## config.mk

```make
export PLATFORM = sky130hd
export DESIGN_NAME = pulse_width_capture
export DESIGN_NICKNAME = d
export VERILOG_FILES = /design/src/rtl/pwc_pkg.sv /design/src/rtl/pulse_width_capture_sat_counter.sv /design/src/rtl/pulse_width_capture.sv
export SDC_FILE = /design/constraint.sdc
export NUM_CORES = 1
export LEC_CHECK = 0
export CAP_MARGIN = 0
export CORE_ASPECT_RATIO = 1.25
export CORE_MARGIN = 8
export CORE_UTILIZATION = 35
export CTS_CLUSTER_DIAMETER = 150
export DETAILED_ROUTE_END_ITERATION = 8
export RECOVER_POWER = 25
export SYNTH_ARGS = -nofsm -noshare
export SYNTH_HDL_FRONTEND = slang
export SYNTH_HIERARCHICAL = 1
export SYNTH_SLANG_ARGS = --single-unit
```

## constraint.sdc

```tcl
create_clock -name clk -period 6.01 [get_ports clk]
set_clock_uncertainty 0.05 [all_clocks]
set_input_delay 1.202 -clock clk [delete_from_list [all_inputs] [get_ports clk]]
set_output_delay 1.202 -clock clk [all_outputs]
set_load 0.005 [all_outputs]
```

## src/rtl/pwc_pkg.sv

```systemverilog
// Shared types and defaults for the pulse-width capture block.
// State codes are fixed constants so the encoding stays stable across netlists.
package pwc_pkg;

   localparam int PWC_DEFAULT_WIDTH = 32;

   localparam logic [1:0] PWC_S_IDLE    = 2'd0;
   localparam logic [1:0] PWC_S_ARMED   = 2'd1;
   localparam logic [1:0] PWC_S_MEASURE = 2'd2;
   localparam logic [1:0] PWC_S_DONE    = 2'd3;

   typedef enum logic [1:0] {
      IDLE    = PWC_S_IDLE,
      ARMED   = PWC_S_ARMED,
      MEASURE = PWC_S_MEASURE,
      DONE    = PWC_S_DONE
   } pwc_state_e;

endpackage

```

## src/rtl/pulse_width_capture_sat_counter.sv

```systemverilog
// Saturating up-counter: load starts at 1, inc stops at all-ones and raises a
// sticky sat_flag for any increment attempted at the maximum.
module sat_counter
   import pwc_pkg::*;
#(
   parameter int WIDTH = PWC_DEFAULT_WIDTH
) (
   input  logic             clk,
   input  logic             clr,
   input  logic             load,
   input  logic             inc,
   output logic [WIDTH-1:0] count,
   output logic             sat_flag
);

   always_ff @(posedge clk) begin
      if (clr) begin
         count    <= '0;
         sat_flag <= 1'b0;
      end else if (load) begin
         count    <= WIDTH'(1);
         sat_flag <= 1'b0;
      end else if (inc) begin
         if (&count) begin
            sat_flag <= 1'b1;
         end else begin
            count <= count + WIDTH'(1);
         end
      end
   end

endmodule

```

## src/rtl/pulse_width_capture.sv

```systemverilog
// Counts the cycles sig_in spends at its active level and returns the result
// through a valid/ready port; the edge cycle itself counts as cycle one.
//
//   state   | meaning
//   IDLE    | waiting for arm
//   ARMED   | waiting for a fresh active edge
//   MEASURE | counting active cycles
//   DONE    | result held until meas_ready
module pulse_width_capture
   import pwc_pkg::*;
#(
   parameter int WIDTH       = PWC_DEFAULT_WIDTH,
   parameter bit ACTIVE_HIGH = 1'b1
) (
   input  logic             clk,
   input  logic             rst,
   input  logic             arm,
   input  logic             clear,
   input  logic             sig_in,
   output logic             busy,
   output logic             meas_valid,
   input  logic             meas_ready,
   output logic [WIDTH-1:0] meas_count,
   output logic             meas_overflow
);

   pwc_state_e       state_q;
   pwc_state_e       state_d;
   logic             act;
   logic             act_prev;
   logic             rise;
   logic             cnt_clr;
   logic             cnt_load;
   logic             cnt_inc;
   logic [WIDTH-1:0] cnt_value;
   logic             cnt_sat;

   assign act  = ACTIVE_HIGH ? sig_in : ~sig_in;
   assign rise = act & ~act_prev;

   always_comb begin
      state_d = state_q;
      case (state_q)
         IDLE:    if (arm)  state_d = ARMED;
         ARMED:   if (rise) state_d = MEASURE;
         MEASURE: if (!act) state_d = DONE;
         DONE:    if (meas_ready) state_d = arm ? ARMED : IDLE;
         default: state_d = IDLE;
      endcase
      if (clear) state_d = IDLE;
   end

   assign cnt_clr  = rst | clear;
   assign cnt_load = (state_q == ARMED) & rise;
   assign cnt_inc  = (state_q == MEASURE) & act;

   sat_counter #(
      .WIDTH (WIDTH)
   ) u_counter (
      .clk      (clk),
      .clr      (cnt_clr),
      .load     (cnt_load),
      .inc      (cnt_inc),
      .count    (cnt_value),
      .sat_flag (cnt_sat)
   );

   // act_prev resets to the inactive level so a level already active at
   // reset release is not mistaken for an edge.
   always_ff @(posedge clk) begin
      if (rst) begin
         state_q       <= IDLE;
         act_prev      <= 1'b0;
         meas_count    <= '0;
         meas_overflow <= 1'b0;
      end else begin
         state_q  <= state_d;
         act_prev <= act;
         if (clear) begin
            meas_count    <= '0;
            meas_overflow <= 1'b0;
         end else if ((state_q == MEASURE) && !act) begin
            meas_count    <= cnt_value;
            meas_overflow <= cnt_sat;
         end
      end
   end

   assign busy       = (state_q == ARMED) | (state_q == MEASURE);
   assign meas_valid = (state_q == DONE);

endmodule

```

# [Word level (Yosys, flattened, before mapping)]
# Index checks and enable logic that the tools add are counted.
[classes] shift=0 n_lt_le_gt_ge=0 div=0 n_reduce_logical=11 eq_ne=8 mul=0 mux=9 addsub=1 bitwise_logic=7
[ops] cell="$reduce_and 33->1" count=1
[ops] cell="$add 32x1->32 const B" count=1
[ops] cell="$reduce_and 32->1" count=1
[ops] cell="$mux 2" count=4
[ops] cell="$ne 2x2->1 const B" count=4
[ops] cell="$pmux 2 s4" count=1
[ops] cell="$eq 2x2->1 const B" count=2
[ops] cell="$mux 1" count=4
[ops] cell="$reduce_and 2->1" count=2
[ops] cell="$reduce_and 4->1" count=1
[ops] cell="$reduce_or 2->1" count=2
[ops] cell="$and 1x1->1" count=3
[ops] cell="$eq 2x1->1 const B" count=1
[ops] cell="$logic_not 2->1" count=1
[ops] cell="$ne 2x1->1 const B" count=1
[ops] cell="$not 1->1" count=2
[ops] cell="$or 1x1->1" count=2
[ops] cell="$reduce_bool 2->1" count=1
[ops] cell="$logic_and 1x1->1" count=1
[ops] cell="$logic_not 1->1" count=1
[word_totals] reg_bits=69 out_inout_bits=35 romBits=0 inputBits=6 word_cells=43 ramBits=0 n_memories=0 latch_bits=0

# [Longest topological paths before layout]
[logic_depth] depth_word=5 depth_mapped=9 depth_no_buf=8

# [By module]
# Netlist, hierarchy kept.
[modules_own_cells] mod="sat_counter" cells_each=192 instances=1 area_per_inst_um2=1686.6 seq_area_each_um2=660.6
[modules_own_cells] mod="pulse_width_capture" cells_each=172 instances=1 area_per_inst_um2=1385.1 seq_area_each_um2=720.7

# [Least setup slack after synthesis]
# OpenSTA, ideal clock, no wires.
[synth_path] kind="input port to flip-flop" from="in sig_in" to="reg u_counter.count[27]" t_required_ns=5.889 n_path_buf=1 path_stages=7 setup_slack_ns=3.100 setup_ns=0.071 arrival_time_ns=2.790 path_cell_list="and2_1 -> nand3_1 -> nor4_4 -> o211ai_2 -> buf_6 -> or3_1 -> a21oi_1"
[synth_via] elab_chain_len=3 elab_cells_between_ends=5 cone_classes="3 x bitwise; 2 x reduce/logical"
[synth_lines] element="start: declaration" line_no="pulse_width_capture.sv:19" source="input logic sig_in,"
[synth_lines] element="$and 1x1->1" line_no="pulse_width_capture.sv:39" source="assign rise = act & ~act_prev;"
[synth_lines] element="$and 1x1->1" line_no="pulse_width_capture.sv:54" source="assign cnt_load = (state_q == ARMED) & rise;"
[synth_lines] element="$reduce_or 2->1 (no line)"
[synth_lines] element="end signal: assignment" line_no="pulse_width_capture_sat_counter.sv:27" source="count <= count + WIDTH'(1);"
[synth_lines] element="end: declaration" line_no="pulse_width_capture_sat_counter.sv:12" source="output logic [WIDTH-1:0] count,"
# Parallel ways exist; a longest one is shown, timed or not.
# A chain may end at the register's enable or synchronous reset.

# [Final worst setup path]
[layout_path] from="in sig_in" to="reg u_counter.count[27]"
[layout_via] elab_cells_between_ends=5 cone_classes="3 x bitwise; 2 x reduce/logical"
[layout_lines] element="$and 1x1->1" line_no="pulse_width_capture.sv:55" source="assign cnt_inc = (state_q == MEASURE) & act;"
[layout_lines] element="named net cnt_inc" line_no="pulse_width_capture.sv:34" source="logic cnt_inc;"
[layout_lines] element="$reduce_and 2->1 (no line)"
# The timed path passes the listed nets, and every way through them passes these cells.

==> metrics.yaml <==
sta:
  fin_setup_tns_ns: 0
  setup_violations: 0
  hold_violations: 0
  fin_crit_sh_pct: 58.0
  rsz0062_at_grt: "false"
  finalMaxSlewViolations: 0
  fmax_mhz: 287
  period_needed_ns: 3.49
  worstMarginPinSlew_ns: 1.08
  hold_slack_ns: 0.398
  slew-limit-headroom_pct: 28.0
routing:
  dr.first_iter.drc_count: 100
  drtAntennaViolNets: 0
  wl_per_cell_um: 13.5
  postRouteWirelength_mm: 7.07
  via_per_inst: 4.99
  drc: 0
  vias: 2613
  first_pass_iters: 4
grt:
  antenna_found_initial: 0
  grt_remaining_overflow: 0
  grt_use_met2_pct: 22.4
  grt_pass1_vias: 2702
  grt_pass1_wl_mm: 12.1
  use_met1_pct: 12.6
  grt_max_degree: 40
  busiest_layer: "met2"
  grt_util_all_layers_pct: 12.4
  grtUsageMet3_pct: 3.22
synth:
  syn_nets: 375
  yosysSeqAreaShare_pct: 45.0
  avgSynthCellArea_um2: 8.44
  netlist_instances: 364
  ys.flop_type: "dfxtp_1"
  synth_cell_types: 48
  synth_edf_count: 0
  netlist_area_mm2: 0.00307
  synthArstFlopShare_pct: 0
  yosysWarningCount: 6
  ys_ff_latch: 69
worst_hold_path:
  hp-class: "flop to flop"
cts:
  cts_tree: "built"
  cts_buffers: 9
  cts_resized: 0
  cts_root_buf: "clkbuf_8"
  clk_pin_slew_ns: 0.06
  clk_latency_ns: 0.35
  post_cts_buffers: 0
  clk_path_buf_depth: 2
  cts_sinks: 69
  htreeDepth: 3
  cts_hold_buf: 0
power_and_ir_drop:
  clkPwrFrac_pct: 45.3
  p_comb_share_pct: 2.9
  p_sw_share_pct: 21.1
  internal_power_w: 0.000700
  pwr_density_cell_mw_per_mm2: 237
  ir_drop_uv: 113
  leakage_nw: 1.29
  p_switching_w: 0.000187
  p_seq_share_pct: 51.8
worst_setup_path:
  critPathRequiredTime_ns: 6.23
  worstPathArrival_ns: 3.71
  critPathCaptureType: "flop"
  start_kind: "input pin"
  max_stage_delay_ns: 0.59
  crit_fanout: 13
  crit_buf_inv: 1
  crit_slowest_cell: "dlygate4sd3_1"
  cp_top_family: "simple AND/OR/NAND/NOR gates"
  path_cells: "dlygate4sd3_1 -> and2_0 -> nand3_1 -> nor4_4 -> o211ai_2 -> or3_1 -> a21oi_1"
  worstSetupPathType: "input pin to flop"
finish:
  fin_nets: 410
  final_util_pct: 43.4
  area_delta_synth_final_pct: 21.7
  drive_gt1_share_pct: 6.19
  layout_commonest_cell: "nand2_1"
  final_area_mm2: 0.00374
  layout_common_cells: "85 x nand2_1, 69 x dfxtp_1, 45 x a21oi_1, 24 x dlygate4sd3_1, 21 x nor2_1"
  antenna_cells: 0
place:
  io_buffer_count: 40
  routabilityCongestion: 0.873
  dp_hpwl_mm: 4.89
  placed_area_mm2: 0.00355
floorplanning:
  dieArea_mm2: 0.0120
  io_pins: 41
  initial_core_util_pct: 35.7
  fp.dieH_um: 121
  core-area_mm2: 0.00861
  rows: 38
  die_w_um: 99.8
run_status:
  status: "finished, final reports clean"
run:
  drv_cap: 0
## power by group through the flow
stage	sequential [W]	combinational, W	clock, W
6_report	0.000459	0.0000256	0.000402
5_1_grt	0.000459	0.0000292	0.000436
4_1_cts	0.000459	0.0000288	0.000416
3_5_place_dp	0.000470	0.0000286	0
3_3_place_gp	0.000470	0.0000284	0
2_1_floorplan	0.000470	0.0000190	0
## registers in the layout, summed over array words and instances (netlist names)
signal and cells:
state_q 2, meas_count 32, u_counter/count 32, meas_overflow 1, act_prev 1, u_counter/sat_flag 1
## cells in the mapped netlist (4+ instances only)
master	instances	share of area (%)
a31oi_1	4	0.81
nand3_1	8	1.3
and3_1	4	0.81
inv_1	6	0.73
o21ai_0	10	1.6
clkbuf_1	7	0.86
nand2_1	85	10
nor2_1	21	2.6
and4_1	5	1.4
nand4_1	7	1.4
dfxtp_1	69	45
ha_1	5	2.0
o31ai_1	4	0.98
mux2i_1	5	1.6
buf_2	9	1.5
xor2_1	11	3.1
or3_1	13	2.6
a21oi_1	45	7.3
## logic make-up after synthesis
kind of cell / synth area share, %
AND/OR/NAND/NOR: 27.7
AO/OA/AOI/OAI: 16.3
flip-flops: 45.0
buffers and inverters: 3.67
XOR/XNOR: 3.71
multiplexers: 1.63
adder cells (fa/ha/maj): 2.04
## through the flow
step | power [W] | setup slack [ns] | instances
floorplan | 0.000489 | 3.10 | 364
finish | 0.000887 | 2.52 | 524
CTS | 0.000904 | 2.66 | 524
detailed placement | 0.000499 | 2.30 | 508
global route | 0.000925 | 2.24 | 524
global placement | 0.000498 | 2.38 | 508
## path summary, 6_finish.rpt
path         cells past startpoint            from  slack (ns)                   to
max                              7          sig_in        2.52  u_counter/count[27]
min                              2  meas_count[30]        0.40       meas_count[30]
max reg2reg                      8      state_q[0]        3.34  u_counter/count[27]
min reg2reg                      2  meas_count[30]        0.40       meas_count[30]
## layer usage
metal / up-vias / wire (um)
li1: 1352 / -
met4: 0 / 111
met3: 8 / 259
met2: 34 / 3680
met1: 1219 / 3020
met5: - / 0
## final cells by class
class,count,area [um2]
Fill cell,865,4870
Multi-Input combinational cell,270,1560
Sequential cell,69,1380
Timing Repair Buffer,42,415
Tap cell,120,150
Clock buffer,11,131
Clock inverter,5,75.1
Inverter,7,26.3
## worst register-to-register path, cell delays in order (launching register included)
cell and delay (ns):
dfxtp_1 0.36, inv_1 0.10, ha_1 0.18, and2_0 0.29
nand3_1 0.32, nor4_4 0.45, o211ai_2 0.29, or3_1 0.42
a21oi_1 0.14
(Power assumes the default switching activity.)
